<file path="config.mk">
export PLATFORM = sky130hd
export DESIGN_NAME = cache_line_xfer_ctrl
export DESIGN_NICKNAME = d
export VERILOG_FILES = /design/src/rtl/cache_line_xfer_ctrl.sv
export SDC_FILE = /design/constraint.sdc
export NUM_CORES = 1
export LEC_CHECK = 0
export BUFFER_PORTS_ARGS = -buffer_cell sky130_fd_sc_hd__buf_2
export CAP_MARGIN = 40
export CELL_PAD_IN_SITES_DETAIL_PLACEMENT = 1
export CELL_PAD_IN_SITES_GLOBAL_PLACEMENT = 2
export CORE_AREA = 2 2 391 393
export DETAILED_ROUTE_END_ITERATION = 8
export DIE_AREA = 0 0 393 395
export GPL_ROUTABILITY_DRIVEN = 0
export PLACE_DENSITY_LB_ADDON = 0.1
export SLEW_MARGIN = 20
export SYNTH_ARGS = -nofsm -noshare
export SYNTH_HDL_FRONTEND = slang
export SYNTH_SLANG_ARGS = --single-unit
</file>
<file path="constraint.sdc">
create_clock -name clk -period 21.1 [get_ports clk]
set_input_delay 1.055 -clock clk [delete_from_list [all_inputs] [get_ports clk]]
set_output_delay 1.055 -clock clk [all_outputs]
set_load 0.1 [all_outputs]
</file>
<file path="src/rtl/cache_line_xfer_ctrl.sv">
// Purpose : moves one cache line between a cache bank and the memory bus on a miss:
//           refills the line in BEATS beats and writes back a dirty victim, with the
//           write-back ordered before (WB_FIRST=1) or after (WB_FIRST=0) the refill.
// Latency : busy rises the cycle after miss_req is taken; fill_wen follows each
//           mem_rvalid by one cycle; DONE lasts one cycle before IDLE.
// Backpressure: each beat request is held until mem_rvalid/mem_wvalid; a beat that
//           sees no valid within TIMEOUT cycles aborts the transfer and sets err.
//
// Ports:
//   clk, rst           clock, asynchronous active-high reset
//   miss_req/_addr/_set  miss request, any byte address in the line, fill way
//   victim_dirty/_addr/_data  victim line to write back (word 0 in LSBs)
//   busy               transfer in progress (READ or WRITE)
//   fill_wen/_addr/_set/_data  one refill beat into the cache
//   fill_done, wb_done one-cycle completion pulses; err sticky timeout flag
//   mem_ren/_raddr/_rvalid/_rdata  memory read beat channel
//   mem_wen/_waddr/_wdata/_wmask/_wvalid  memory write beat channel
module cache_line_xfer_ctrl #(
   parameter int ADDR_WIDTH = 64,
   parameter int DATA_WIDTH = 64,
   parameter int BANK_NUM   = 4,
   parameter int BUS_WORDS  = 2,
   parameter int WB_FIRST   = 0,
   parameter int TIMEOUT    = 255
) (
   input  logic                              clk,
   input  logic                              rst,
   input  logic                              miss_req,
   input  logic [ADDR_WIDTH-1:0]             miss_addr,
   input  logic                              miss_set,
   input  logic                              victim_dirty,
   input  logic [ADDR_WIDTH-1:0]             victim_addr,
   input  logic [BANK_NUM*DATA_WIDTH-1:0]    victim_data,
   output logic                              busy,
   output logic                              fill_wen,
   output logic [ADDR_WIDTH-1:0]             fill_addr,
   output logic                              fill_set,
   output logic [BUS_WORDS*DATA_WIDTH-1:0]   fill_data,
   output logic                              fill_done,
   output logic                              wb_done,
   output logic                              err,
   output logic                              mem_ren,
   output logic [ADDR_WIDTH-1:0]             mem_raddr,
   input  logic                              mem_rvalid,
   input  logic [BUS_WORDS*DATA_WIDTH-1:0]   mem_rdata,
   output logic                              mem_wen,
   output logic [ADDR_WIDTH-1:0]             mem_waddr,
   output logic [BUS_WORDS*DATA_WIDTH-1:0]   mem_wdata,
   output logic [BUS_WORDS*DATA_WIDTH/8-1:0] mem_wmask,
   input  logic                              mem_wvalid
);

   localparam int BEATS      = BANK_NUM / BUS_WORDS;
   localparam int LINE_W     = BANK_NUM * DATA_WIDTH;
   localparam int BEAT_W     = BUS_WORDS * DATA_WIDTH;
   localparam int LINE_BYTES = LINE_W / 8;
   localparam int BEAT_BYTES = BEAT_W / 8;
   localparam int BCW        = (BEATS > 1) ? $clog2(BEATS) : 1;
   localparam int TCW        = (TIMEOUT > 1) ? $clog2(TIMEOUT + 1) : 1;

   localparam logic [ADDR_WIDTH-1:0] LINE_MASK = ADDR_WIDTH'(LINE_BYTES - 1);
   localparam logic [ADDR_WIDTH-1:0] BEAT_STEP = ADDR_WIDTH'(BEAT_BYTES);
   localparam logic [BCW-1:0]        LAST_BEAT = BCW'(BEATS - 1);
   localparam logic [TCW-1:0]        TMO_LAST  = TCW'(TIMEOUT - 1);

   typedef enum logic [1:0] {IDLE, WRITE, READ, DONE} state_t;

   state_t                  state;
   state_t                  state_nxt;

   logic [ADDR_WIDTH-1:0]   line_base;
   logic [ADDR_WIDTH-1:0]   victim_base;
   logic [LINE_W-1:0]       victim_line;
   logic                    dirty_q;
   logic                    set_q;
   logic [BCW-1:0]          beat;
   logic [TCW-1:0]          tmo;

   logic [ADDR_WIDTH-1:0]   beat_offset;
   logic [LINE_W-1:0]       victim_shift;
   logic                    beat_last;
   logic                    tmo_expired;

   assign beat_offset  = ADDR_WIDTH'(beat) * BEAT_STEP;
   assign victim_shift = victim_line >> (BEAT_W * int'(beat));
   assign beat_last    = (beat == LAST_BEAT);
   // The valid arriving in the last allowed cycle still wins over the abort.
   assign tmo_expired  = (tmo == TMO_LAST);
   assign fill_set     = set_q;

   // State register
   always_ff @(posedge clk or posedge rst) begin
      if (rst) begin
         state <= IDLE;
      end else begin
         state <= state_nxt;
      end
   end

   // Next state and bus-facing outputs; all address/data outputs read 0 outside
   // their active phase so IDLE (and therefore reset) drives every output low.
   always_comb begin
      state_nxt = state;
      busy      = 1'b0;
      mem_ren   = 1'b0;
      mem_raddr = '0;
      mem_wen   = 1'b0;
      mem_waddr = '0;
      mem_wdata = '0;
      mem_wmask = '0;
      case (state)
         IDLE: begin
            if (miss_req) begin
               state_nxt = (victim_dirty && (WB_FIRST != 0)) ? WRITE : READ;
            end
         end
         READ: begin
            busy      = 1'b1;
            mem_ren   = 1'b1;
            mem_raddr = line_base + beat_offset;
            if (mem_rvalid) begin
               if (beat_last) begin
                  state_nxt = (dirty_q && (WB_FIRST == 0)) ? WRITE : DONE;
               end
            end else if (tmo_expired) begin
               state_nxt = DONE;
            end
         end
         WRITE: begin
            busy      = 1'b1;
            mem_wen   = 1'b1;
            mem_waddr = victim_base + beat_offset;
            mem_wdata = victim_shift[BEAT_W-1:0];
            mem_wmask = '1;
            if (mem_wvalid) begin
               if (beat_last) begin
                  state_nxt = (WB_FIRST != 0) ? READ : DONE;
               end
            end else if (tmo_expired) begin
               state_nxt = DONE;
            end
         end
         DONE: begin
            state_nxt = IDLE;
         end
         default: begin
            state_nxt = IDLE;
         end
      endcase
   end

   // Latched line context, beat/timeout counters and registered cache-side outputs
   always_ff @(posedge clk or posedge rst) begin
      if (rst) begin
         line_base   <= '0;
         victim_base <= '0;
         victim_line <= '0;
         dirty_q     <= 1'b0;
         set_q       <= 1'b0;
         beat        <= '0;
         tmo         <= '0;
         err         <= 1'b0;
         fill_wen    <= 1'b0;
         fill_addr   <= '0;
         fill_data   <= '0;
         fill_done   <= 1'b0;
         wb_done     <= 1'b0;
      end else begin
         fill_wen  <= 1'b0;
         fill_done <= 1'b0;
         wb_done   <= 1'b0;
         case (state)
            IDLE: begin
               if (miss_req) begin
                  line_base   <= miss_addr & ~LINE_MASK;
                  victim_base <= victim_addr & ~LINE_MASK;
                  victim_line <= victim_data;
                  dirty_q     <= victim_dirty;
                  set_q       <= miss_set;
                  err         <= 1'b0;
                  beat        <= '0;
                  tmo         <= '0;
               end
            end
            READ: begin
               if (mem_rvalid) begin
                  fill_wen  <= 1'b1;
                  fill_addr <= mem_raddr;
                  fill_data <= mem_rdata;
                  tmo       <= '0;
                  if (beat_last) begin
                     beat      <= '0;
                     fill_done <= 1'b1;
                  end else begin
                     beat <= beat + BCW'(1);
                  end
               end else if (tmo_expired) begin
                  err  <= 1'b1;
                  beat <= '0;
                  tmo  <= '0;
               end else begin
                  tmo <= tmo + TCW'(1);
               end
            end
            WRITE: begin
               if (mem_wvalid) begin
                  tmo <= '0;
                  if (beat_last) begin
                     beat    <= '0;
                     wb_done <= 1'b1;
                  end else begin
                     beat <= beat + BCW'(1);
                  end
               end else if (tmo_expired) begin
                  err  <= 1'b1;
                  beat <= '0;
                  tmo  <= '0;
               end else begin
                  tmo <= tmo + TCW'(1);
               end
            end
            default: begin
            end
         endcase
      end
   end

endmodule

</file>
Word-level counts from Yosys, hierarchy flattened
Cells that the tools add are included.

Input bits: 519. Output and inout port bits: 472. Logic and storage cells: 73. Register bits after elaboration: 583.

Reduce and logical (&&, ||, !) cells: 8. Equal/unequal tests: 9. Shifts and indexed selects: 1. $add $sub $neg: 4. Mux-type cells: 37.

Operator list (count): 256-bit by 8-bit right shift with 128-bit output (1); 64-bit by 5-bit adder with 64-bit output (2); 128-bit two-way mux (1); 64-bit two-way mux (2); 8-bit two-way mux (4); 8-bit case mux with 3 select lines (1); 1-bit two-way mux (18); 16-bit two-way mux (1); 2-bit two-way mux (7); 8-bit by 1-bit adder with 8-bit output (second input constant) (1); 8-bit == test (second input constant) (1); 2-bit case mux with 4 select lines (1); 2-bit inequality test (second input constant) (3); 3-bit inequality test (second input constant) (2); 1-bit case mux with 3 select lines (2); 2-bit AND reduction (3); 2-bit == test (second input constant) (2); 4-bit AND reduction (1); 3-bit AND reduction (1); 3-bit nonzero test (1); 2-bit by 1-bit == test with 1-bit output (second input constant) (1); 2-bit zero test (1); 2-bit OR reduction (1); 1-bit adder (second input constant) (1).

Depth between registers and ports, before layout
Gate-level depths: netlist (run 1).

Depth after elaboration: 4. Mapped depth: 9.

Least setup slack after synthesis (run 1)
OpenSTA, ideal clock, no wires.

Kind: reg-to-output. From: register state[1]. To: output mem_wdata[100]. Path slack: 16336 ps. Cell stages (with the launch flop): 7. Data arrival time: 3709 ps. Path buffers: 3. Cells stage by stage: dfrtp_1 > inv_1 > ha_1 > buf_2 > clkbuf_1 > clkbuf_1 > nor2b_1.

Longest elaborated chain between the ends: 2.

RTL lines: start: declaration (line 68) `state_t state;`; start signal: assignment (line 96) `state <= state_nxt;`; 2-bit by 1-bit == test with 1-bit output (line 111) `case (state)`; 128-bit two-way mux (line 111); end: declaration (line 48) `output logic [BUS_WORDS*DATA_WIDTH-1:0] mem_wdata,`.

Every way passes these cells.

Final worst setup path (run 1)
From: register beat. To: output mem_wdata[117].

Longest elaborated chain between the ends: 2.

RTL lines: start: declaration (line 76) `logic [BCW-1:0] beat;`; start signal: assignment (line 195) `beat <= beat + BCW'(1);`; start signal: assignment (line 212) `beat <= beat + BCW'(1);`; 256-bit by 8-bit right shift with 128-bit output (line 85) `assign victim_shift = victim_line >> (BEAT_W * int'(beat));`; 128-bit two-way mux (line 111).

Every way passes these cells.

==> results.py, run 1 <==
metrics = {
    "setup_path": {
        "critPathRequiredTime_ps": 20050,
        "crit_top_cell": "buf_4",
        "criticalPathCategory": "flop to output port",
        "cp-end-kind": "output port",
        "crit_fanout": 34,
        "worstPathArrival_ps": 3660,
        "start_kind": "flop",
        "crit_chain": "buf_4 -> buf_4 -> buf_12 -> mux2i_1 -> nor2b_1 -> buf_2",
        "critical_path_buf_inv_count": 4,
        "slowest_stage": "dfrtp_4",
        "slowest_delay_ps": 700,
        "critPathTopFamily": "buffers and inverters",
    },
    "yosys": {
        "synth.avg_cell_area_um2": 11.7,
        "synth_top_family_by_area": "multiplexers",
        "ys_top_cells_by_count": "dfrtp_1 (579), nand2_1 (574), mux2_1 (340)",
        "yosysWarnings": 0,
        "synth_ff_type": "dfrtp_1",
        "yosys.area.top_type_share_pct": 58.0,
        "yosys.area_share.xor_xnor_pct": 0,
        "yosysMostFrequentCell": "dfrtp_1",
        "synthCells": 2132,
        "syn_area_um2": 25000,
        "synth_edf_count": 0,
        "synth_area_leaders": "dfrtp_1 (58%), mux2_1 (15%), nand2_1 (8.6%)",
        "synth-seq-area-share_pct": 58.0,
        "yosys.area_share.adder_pct": 0.300,
        "ys_types": 43,
        "synthSimpleGateAreaFrac_pct": 15.5,
        "synth_compound_gate_area_share_pct": 0.791,
        "yosysTopAreaCell": "dfrtp_1",
        "synthMuxAreaShare_pct": 22.1,
        "ys_ff_latch": 579,
        "synth_async_sr_flop_share_pct": 100,
    },
    "final_layout": {
        "seq_area_um2": 14500,
        "fin_area_um2": 35000,
        "fill_cells": 17242,
        "fin_nets": 3597,
        "area_growth_pct": 40.0,
        "drive_gt1_share_pct": 37.3,
        "multiInputGateArea_um2": 9730,
    },
    "timing": {
        "rsz0062_at_grt": "false",
        "min_period_ps": 4720,
        "fin_ws_ps": 16380,
        "drv_slew": 0,
        "setup_tns_ps": 0,
        "fmax_ghz": 0.212,
        "setup_violations": 0,
        "skew_ps": 28.4,
        "relSlewSlack_pct": 33.7,
        "worst_pin_slew_ps": 994,
        "period_share_pct": 22.4,
        "hold_viol": 0,
    },
    "clock_network": {
        "h-tree-depth": 3,
        "clock-root-buffer": "clkbuf_16",
        "clkTransAtPathRegs_ps": 60,
        "worst_skew_pair.late_latency_ps": 660,
        "cts_resized": 0,
        "post_cts_buffers": 0,
        "postCtsHoldBufs": 0,
        "numCtsBuffers": 81,
        "cts_num_sinks": 579,
        "clock_path_buffers": 3,
        "cts_tree": "yes",
    },
    "routing": {
        "drtAntennaViolNets": 0,
        "drcViolationCount": 0,
        "drt-wirelength-per-cell_um": 20.9,
        "drt_wl_total_um": 108000,
        "first_iter_violations": 528,
        "dr.pass1.iters": 6,
        "routed-via-count": 19569,
        "via_per_inst": 3.77,
    },
    "hold_path": {
        "worstHoldPathType": "flop to flop",
    },
    "floorplanning": {
        "die_w_um": 393,
        "core.rowCount": 143,
        "start_util_pct": 16.5,
        "dieHeight_um": 395,
        "die_area_um2": 155000,
        "design.portCount": 991,
        "coreArea_um2": 151000,
    },
    "place": {
        "port_buffers": 968,
        "place_area_um2": 32100,
        "dp_slack_ps": 16850,
        "hpwl_um": 80200,
    },
    "flow_run": {
        "drv_cap": 0,
    },
    "grt": {
        "grt-ovfl-total": 0,
        "track_usage_pct": 13.7,
        "grt_max_degree": 148,
        "grt_first_pass_wirelength_um": 155000,
        "grt_antenna_before_repair": 92,
        "grt_pass1_vias": 21268,
    },
    "outcome": {
        "status": "completed",
    },
}
==> sequential cells by signal, indices dropped and copies added, names as in the netlist, 2 cells and up <==
signal and flops:
victim_line 256, fill_data 128, fill_addr 60, line_base 59
victim_base 59, tmo 8, state 2
==> worst min-delay path, cell delays in order (launching register included) <==
cell	delay, ps
dfrtp_1	330
nand2_1	50
nand2_1	50
==> layer usage <==
layer | track usage (%) | wire, um | up-vias
li1 | - | - | 8843
met1 | 14.3 | 39200 | 9702
met2 | 24.5 | 55000 | 671
met3 | 5.87 | 9950 | 269
met4 | 4.38 | 3700 | 84
met5 | 0 | 518 | -
==> final timing paths <==
check	start	to	slack (ps)	depth (start not counted)
worst max-delay path	beat$_DFFE_PP0P_	mem_wdata[117]	16380	6
worst min-delay path	fill_addr[15]$_DFFE_PP0P_	fill_addr[15]$_DFFE_PP0P_	470	2
worst max register to register	state[0]$_DFFE_PP0P_	victim_line[25]$_DFFE_PP0P_	17570	7
worst min register to register	fill_addr[15]$_DFFE_PP0P_	fill_addr[15]$_DFFE_PP0P_	470	2
max in group asynchronous	rst	victim_line[63]$_DFFE_PP0P_	17760	6
min in group asynchronous	rst	victim_base[8]$_DFFE_PP0P_	520	2
==> layout by cell type (no fill, tap or decap), types with 3 or more instances in the layout <==
cell type    n
clkbuf_1    24
ha_1         4
inv_6        3
nand3_1      5
nand2b_1     4
mux2_1     340
mux2i_1    128
clkbuf_8    23
buf_12       5
diode_2     22
clkinv_2     8
buf_4       15
and2_1     120
buf_16      13
o22ai_1      3
nor2_1       6
nand2_1    573
clkbuf_16   84
dfrtp_1    578
inv_1        7
and3_1       3
buf_2      968
conb_1      12
nor2b_1    130
mux2_2      36
a31oi_1      6
==> stage by stage <==
stage,utilization (%),std cells,hold WS [ps]
floorplan,-,2143,444
global placement,21.0,5003,455
detailed placement,21.2,5014,459
global route,23.1,5178,495
CTS,23.0,5160,474
finish,23.1,5187,466
==> cell families (layout without fill, tap and decap cells) <==
logic type               count (synthesis)  count (layout)
AO/OA/AOI/OAI                           27              27
adder cells (fa/ha/maj)                  6               6
buffers and inverters                  166            1158
multiplexers                           504             504
other                                    1              34
AND/OR/NAND/NOR                        849             849
flip-flops                             579             579
==> area by class of cell <==
type | instances | area share [%]
diodes | 22 | 0.157
clock buffers | 131 | 7.17
clock inverters | 15 | 0.497
inverters | 9 | 0.132
multi-input cells | 1398 | 27.8
flip-flops and latches | 579 | 41.4
well taps | 2030 | 7.26
repair buffers | 1003 | 15.5
Power of run 1 is not shown: default switching activity piles up to over one toggle a cycle in this logic, so the estimate is an artifact.
==> run 2, diff against run 1 <==
==> constraint.sdc (replaced) <==
create_clock -name clk -period 4.6 [get_ports clk]
set_input_delay 0.23 -clock clk [delete_from_list [all_inputs] [get_ports clk]]
set_output_delay 0.23 -clock clk [all_outputs]
set_load 0.1 [all_outputs]
==> results.py, run 2 (same netlist as run 1, synthesis figures left out) <==
metrics = {
    "outcome": {
        "status": "completed",
    },
    "final_layout": {
        "multiInputGateArea_um2": 9730,
        "largest_register": "victim_line",
        "top_regs": "victim_line: 256 flops, fill_data: 128 flops, fill_addr: 60 flops",
        "fill_cells": 17149,
        "final_cells": 5687,
        "largest_reg_flops": 256,
        "area_growth_pct": 59.7,
        "final_cell_mix": "buf_2 (968), dfrtp_1 (578), nand2_1 (573)",
        "final_common_cell": "buf_2",
        "drive_gt1_share_pct": 32.3,
        "seq_area_um2": 14500,
        "fin_nets": 4109,
    },
    "grt": {
        "grt_max_degree": 133,
        "grt_antenna_before_repair": 31,
        "grt_first_pass_wirelength_um": 163000,
        "grt-ovfl-total": 0,
        "grt_pass1_vias": 24223,
        "track_usage_pct": 14.1,
    },
    "setup_path": {
        "worstPathArrival_ps": 2890,
        "critPathRequiredTime_ps": 4370,
        "cp-end-kind": "output port",
        "cp-startpoint": "state[1]$_DFFE_PP0P_",
        "slowest_stage": "buf_2",
        "r2r-start": "state[0]$_DFFE_PP0P_",
        "crit_fanout": 100,
        "slowest_delay_ps": 470,
        "criticalPathCategory": "flop to output port",
        "crit_chain": "inv_1 -> ha_4 -> buf_12 -> nor2b_1 -> buf_2",
        "start_kind": "flop",
    },
    "clock_network": {
        "cts_tree": "yes",
        "cts_num_sinks": 579,
        "post_cts_buffers": 0,
        "clock_path_buffers": 3,
        "clkTransAtPathRegs_ps": 50,
        "h-tree-depth": 3,
        "clock-root-buffer": "clkbuf_16",
        "numCtsBuffers": 83,
        "worst_skew_pair.late_latency_ps": 660,
    },
    "floorplanning": {
        "dieHeight_um": 395,
        "start_util_pct": 16.5,
        "die_area_um2": 155000,
        "coreArea_um2": 151000,
        "design.portCount": 991,
        "core.rowCount": 143,
        "die_w_um": 393,
    },
    "routing": {
        "drtAntennaViolNets": 0,
        "drcViolationCount": 0,
        "via_per_inst": 3.73,
        "drt-wirelength-per-cell_um": 19.6,
        "dr.pass1.iters": 4,
        "routed-via-count": 21191,
        "first_iter_violations": 516,
        "drt_wl_total_um": 112000,
    },
    "place": {
        "dp_cells": 5022,
        "hpwl_um": 81800,
        "dp_slack_ps": 1890,
        "port_buffers": 968,
    },
    "timing": {
        "setup_violations": 0,
        "rsz0062_at_grt": "false",
        "hold_viol": 0,
        "fin_ws_ps": 1480,
        "drv_slew": 0,
        "skew_ps": 24.8,
        "worst_pin_slew_ps": 793,
        "fmax_ghz": 0.321,
        "period_share_pct": 67.7,
        "relSlewSlack_pct": 47.1,
        "min_period_ps": 3120,
    },
    "flow_run": {
        "drv_cap": 0,
    },
    "hold_path": {
        "worstHoldPathType": "input pin to flop",
        "hold_start": "miss_req",
    },
}
-- run 2: per-layer routing --
| metal | wire length [um] | part of all wire, % | GRT usage, % |
|---|---|---|---|
| met3 | 8570 | 7.7 | 4.90 |
| met2 | 56600 | 51 | 25.4 |
| met1 | 42800 | 38 | 15.2 |
| met5 | 163 | 0.15 | 0 |
| met4 | 3580 | 3.2 | 4.64 |
-- run 2: final timing paths --
path | endpoint | slack, ps | cells after the start
hold / removal | state[0]$_DFFE_PP0P_ | 120 | 4
setup reg to reg | victim_line[179]$_DFFE_PP0P_ | 1980 | 5
hold reg to reg | fill_data[65]$_DFFE_PP0P_ | 460 | 2
setup / recovery | mem_wdata[22] | 1480 | 5
max in group asynchronous | victim_line[31]$_DFFE_PP0P_ | 3140 | 5
min in group asynchronous | victim_line[143]$_DFFE_PP0P_ | 160 | 3
-- run 2: layout make-up --
class / instances / area share [%]
antenna: 15 / 0.0940
clock buffer: 122 / 6.18
clock inverter: 21 / 0.464
inverter: 9 / 0.107
multi-input combinational: 1398 / 24.4
sequential: 579 / 36.3
tap: 2030 / 6.36
timing repair buffer: 1513 / 26.1
-- run 2: worst max-delay path: cells and delay by family (launching register included) --
family	cells	cell delay [ps]
buf+inv	3	930
simple gates	1	210
fa+ha+maj	1	450
flops	1	420
-- run 2: per-stage QoR --
stage | util, % | TNS [ps] | hold slack (ps) | cell area (um2)
after floorplan | - | -2037780 | 335 | 25000
final | 26.4 | 0 | 121 | 39900
after global routing | 26.4 | 0 | 103 | 39900
after global placement | 21.2 | 0 | 422 | 32000
after CTS | 26.4 | 0 | 53.2 | 39900
after detailed placement | 21.3 | 0 | 257 | 32100
-- run 2: what timing repair did --
| action | 4_1_cts | 5_1_grt |
|---|---|---|
| hold endpoints to repair | 598 | 0 |
| hold buffers | 507 | 0 |
| gates resized for setup | 0 | 0 |
Power of run 2 is left out for the same reason.
==> run 3, diff against run 2 <==
==> constraint.sdc (replaced) <==
create_clock -name clk -period 2.95 [get_ports clk]
set_input_delay 0.1475 -clock clk [delete_from_list [all_inputs] [get_ports clk]]
set_output_delay 0.1475 -clock clk [all_outputs]
set_load 0.1 [all_outputs]
==> results.py, run 3 (same netlist as run 1, synthesis figures left out) <==
metrics = {
    "place": {
        "dp_cells": 5038,
        "place_area_um2": 32800,
        "hpwl_um": 83700,
        "port_buffers": 968,
    },
    "timing": {
        "min_period_ps": 2770,
        "skew_ps": 21.7,
        "period_share_pct": 93.7,
        "setup_violations": 0,
        "fmax_ghz": 0.362,
        "drv_slew": 0,
        "relSlewSlack_pct": 34.0,
        "worst_pin_slew_ps": 990,
        "setup_tns_ps": 0,
        "rsz0062_at_grt": "false",
        "hold_viol": 0,
    },
    "final_layout": {
        "final_cell_mix": "buf_2 (968), dfrtp_1 (578), nand2_1 (573)",
        "final_cells": 5703,
        "final_common_cell": "buf_2",
        "area_growth_pct": 62.1,
        "largest_reg_flops": 256,
        "fill_cells": 17158,
        "largest_register": "victim_line",
        "fin_nets": 4124,
        "drive_gt1_share_pct": 35.9,
        "fin_area_um2": 40500,
        "top_regs": "victim_line: 256 flops, fill_data: 128 flops, fill_addr: 60 flops",
    },
    "clock_network": {
        "cts_num_sinks": 579,
        "worst_skew_pair.late_latency_ps": 660,
        "numCtsBuffers": 80,
        "cts_tree": "yes",
        "clkTransAtPathRegs_ps": 60,
        "clock-root-buffer": "clkbuf_16",
        "h-tree-depth": 3,
        "clock_path_buffers": 3,
    },
    "routing": {
        "drt_wl_total_um": 113000,
        "routed-via-count": 21261,
        "first_iter_violations": 549,
        "via_per_inst": 3.73,
        "drt-wirelength-per-cell_um": 19.7,
        "drtAntennaViolNets": 0,
        "dr.pass1.iters": 4,
        "drcViolationCount": 0,
    },
    "setup_path": {
        "critPathRequiredTime_ps": 2800,
        "crit_chain": "inv_1 -> ha_4 -> buf_12 -> and2_1 -> buf_2",
        "worstPathArrival_ps": 2620,
        "slowest_delay_ps": 440,
        "criticalPathCategory": "flop to output port",
        "crit_fanout": 48,
        "cp-end-kind": "output port",
        "r2r_slack_ps": 710,
        "start_kind": "flop",
        "slowest_stage": "dfrtp_1",
    },
    "floorplanning": {
        "start_util_pct": 16.5,
        "die_area_um2": 155000,
        "coreArea_um2": 151000,
        "design.portCount": 991,
        "core.rowCount": 143,
        "die_w_um": 393,
        "dieHeight_um": 395,
    },
    "grt": {
        "grt_pass1_vias": 24011,
        "grt-ovfl-total": 0,
        "grt_first_pass_wirelength_um": 164000,
        "grt_max_degree": 169,
        "grt_antenna_before_repair": 24,
        "track_usage_pct": 14.2,
    },
    "flow_run": {
        "drv_cap": 0,
    },
    "outcome": {
        "status": "completed",
    },
    "hold_path": {
        "worstHoldPathType": "input pin to asynchronous set/reset pin",
    },
}
## run 3: cell count changes in the layout (fill, tap and decap cells not counted), moves of 4 or more
cell / delta
nor2b_1: -128
clkinvlp_4: -4
clkbuf_8: -7
buf_12: +19
bufinv_16: +5
nor2b_2: +128
## run 3: final cells by class
class                   count  area, um2  share of cell area (%)
clock buffers             115       2310                    5.69
diodes                     17       42.5                   0.105
clock inverters            24        293                   0.723
multi-input cells        1398      10100                    24.8
repair buffers           1531      10700                    26.5
flip-flops and latches    579      14500                    35.8
well taps                2030       2540                    6.27
inverters                   9       42.5                   0.105
## run 3: timing repair
action                                 4_1_cts  5_1_grt
buffers inserted                             0        0
hold buffers                               509        0
endpoints found under the hold margin      519        0
resized for setup                            0        0
## run 3: path summary, 6_finish.rpt
kind,from,to,cells after the start
worst max-delay path,state[0]$_DFFE_PP0P_,mem_raddr[46],5
worst min-delay path,rst,state[0]$_DFFE_PP0P_,3
worst max register to register,state[0]$_DFFE_PP0P_,tmo[6]$_DFFE_PP0P_,6
worst min register to register,fill_data[47]$_DFFE_PP0P_,fill_data[47]$_DFFE_PP0P_,2
max in group asynchronous,rst,fill_data[126]$_DFFE_PP0P_,5
min in group clk,mem_rdata[62],fill_data[62]$_DFFE_PP0P_,4
## run 3: per-layer routing
metal / share of wire [%] / GRT usage [%] / wire length, um
met1: 38 / 15.5 / 43000
met2: 50 / 25.3 / 56700
met3: 8.2 / 4.86 / 9220
met4: 3.1 / 5.11 / 3520
met5: 0.073 / 0 / 82
## run 3: through the flow
step | hold slack [ps] | util [%] | worst slack, ps
after floorplan | 253 | - | -5090
after global placement | 341 | 21.7 | 775
after detailed placement | 336 | 21.7 | 667
after CTS | 133 | 26.8 | 16.2
after global routing | 180 | 26.8 | 8.18
final | 184 | 26.8 | 184
## run 3: critical path, delay by kind of cell, from the launching register on
kind / cells / cell delay [ps]
adder cells (fa/ha/maj): 1 / 380
flip-flops: 1 / 440
AND/OR/NAND/NOR: 1 / 210
buffers and inverters: 3 / 850
Power of run 3 is left out for the same reason.
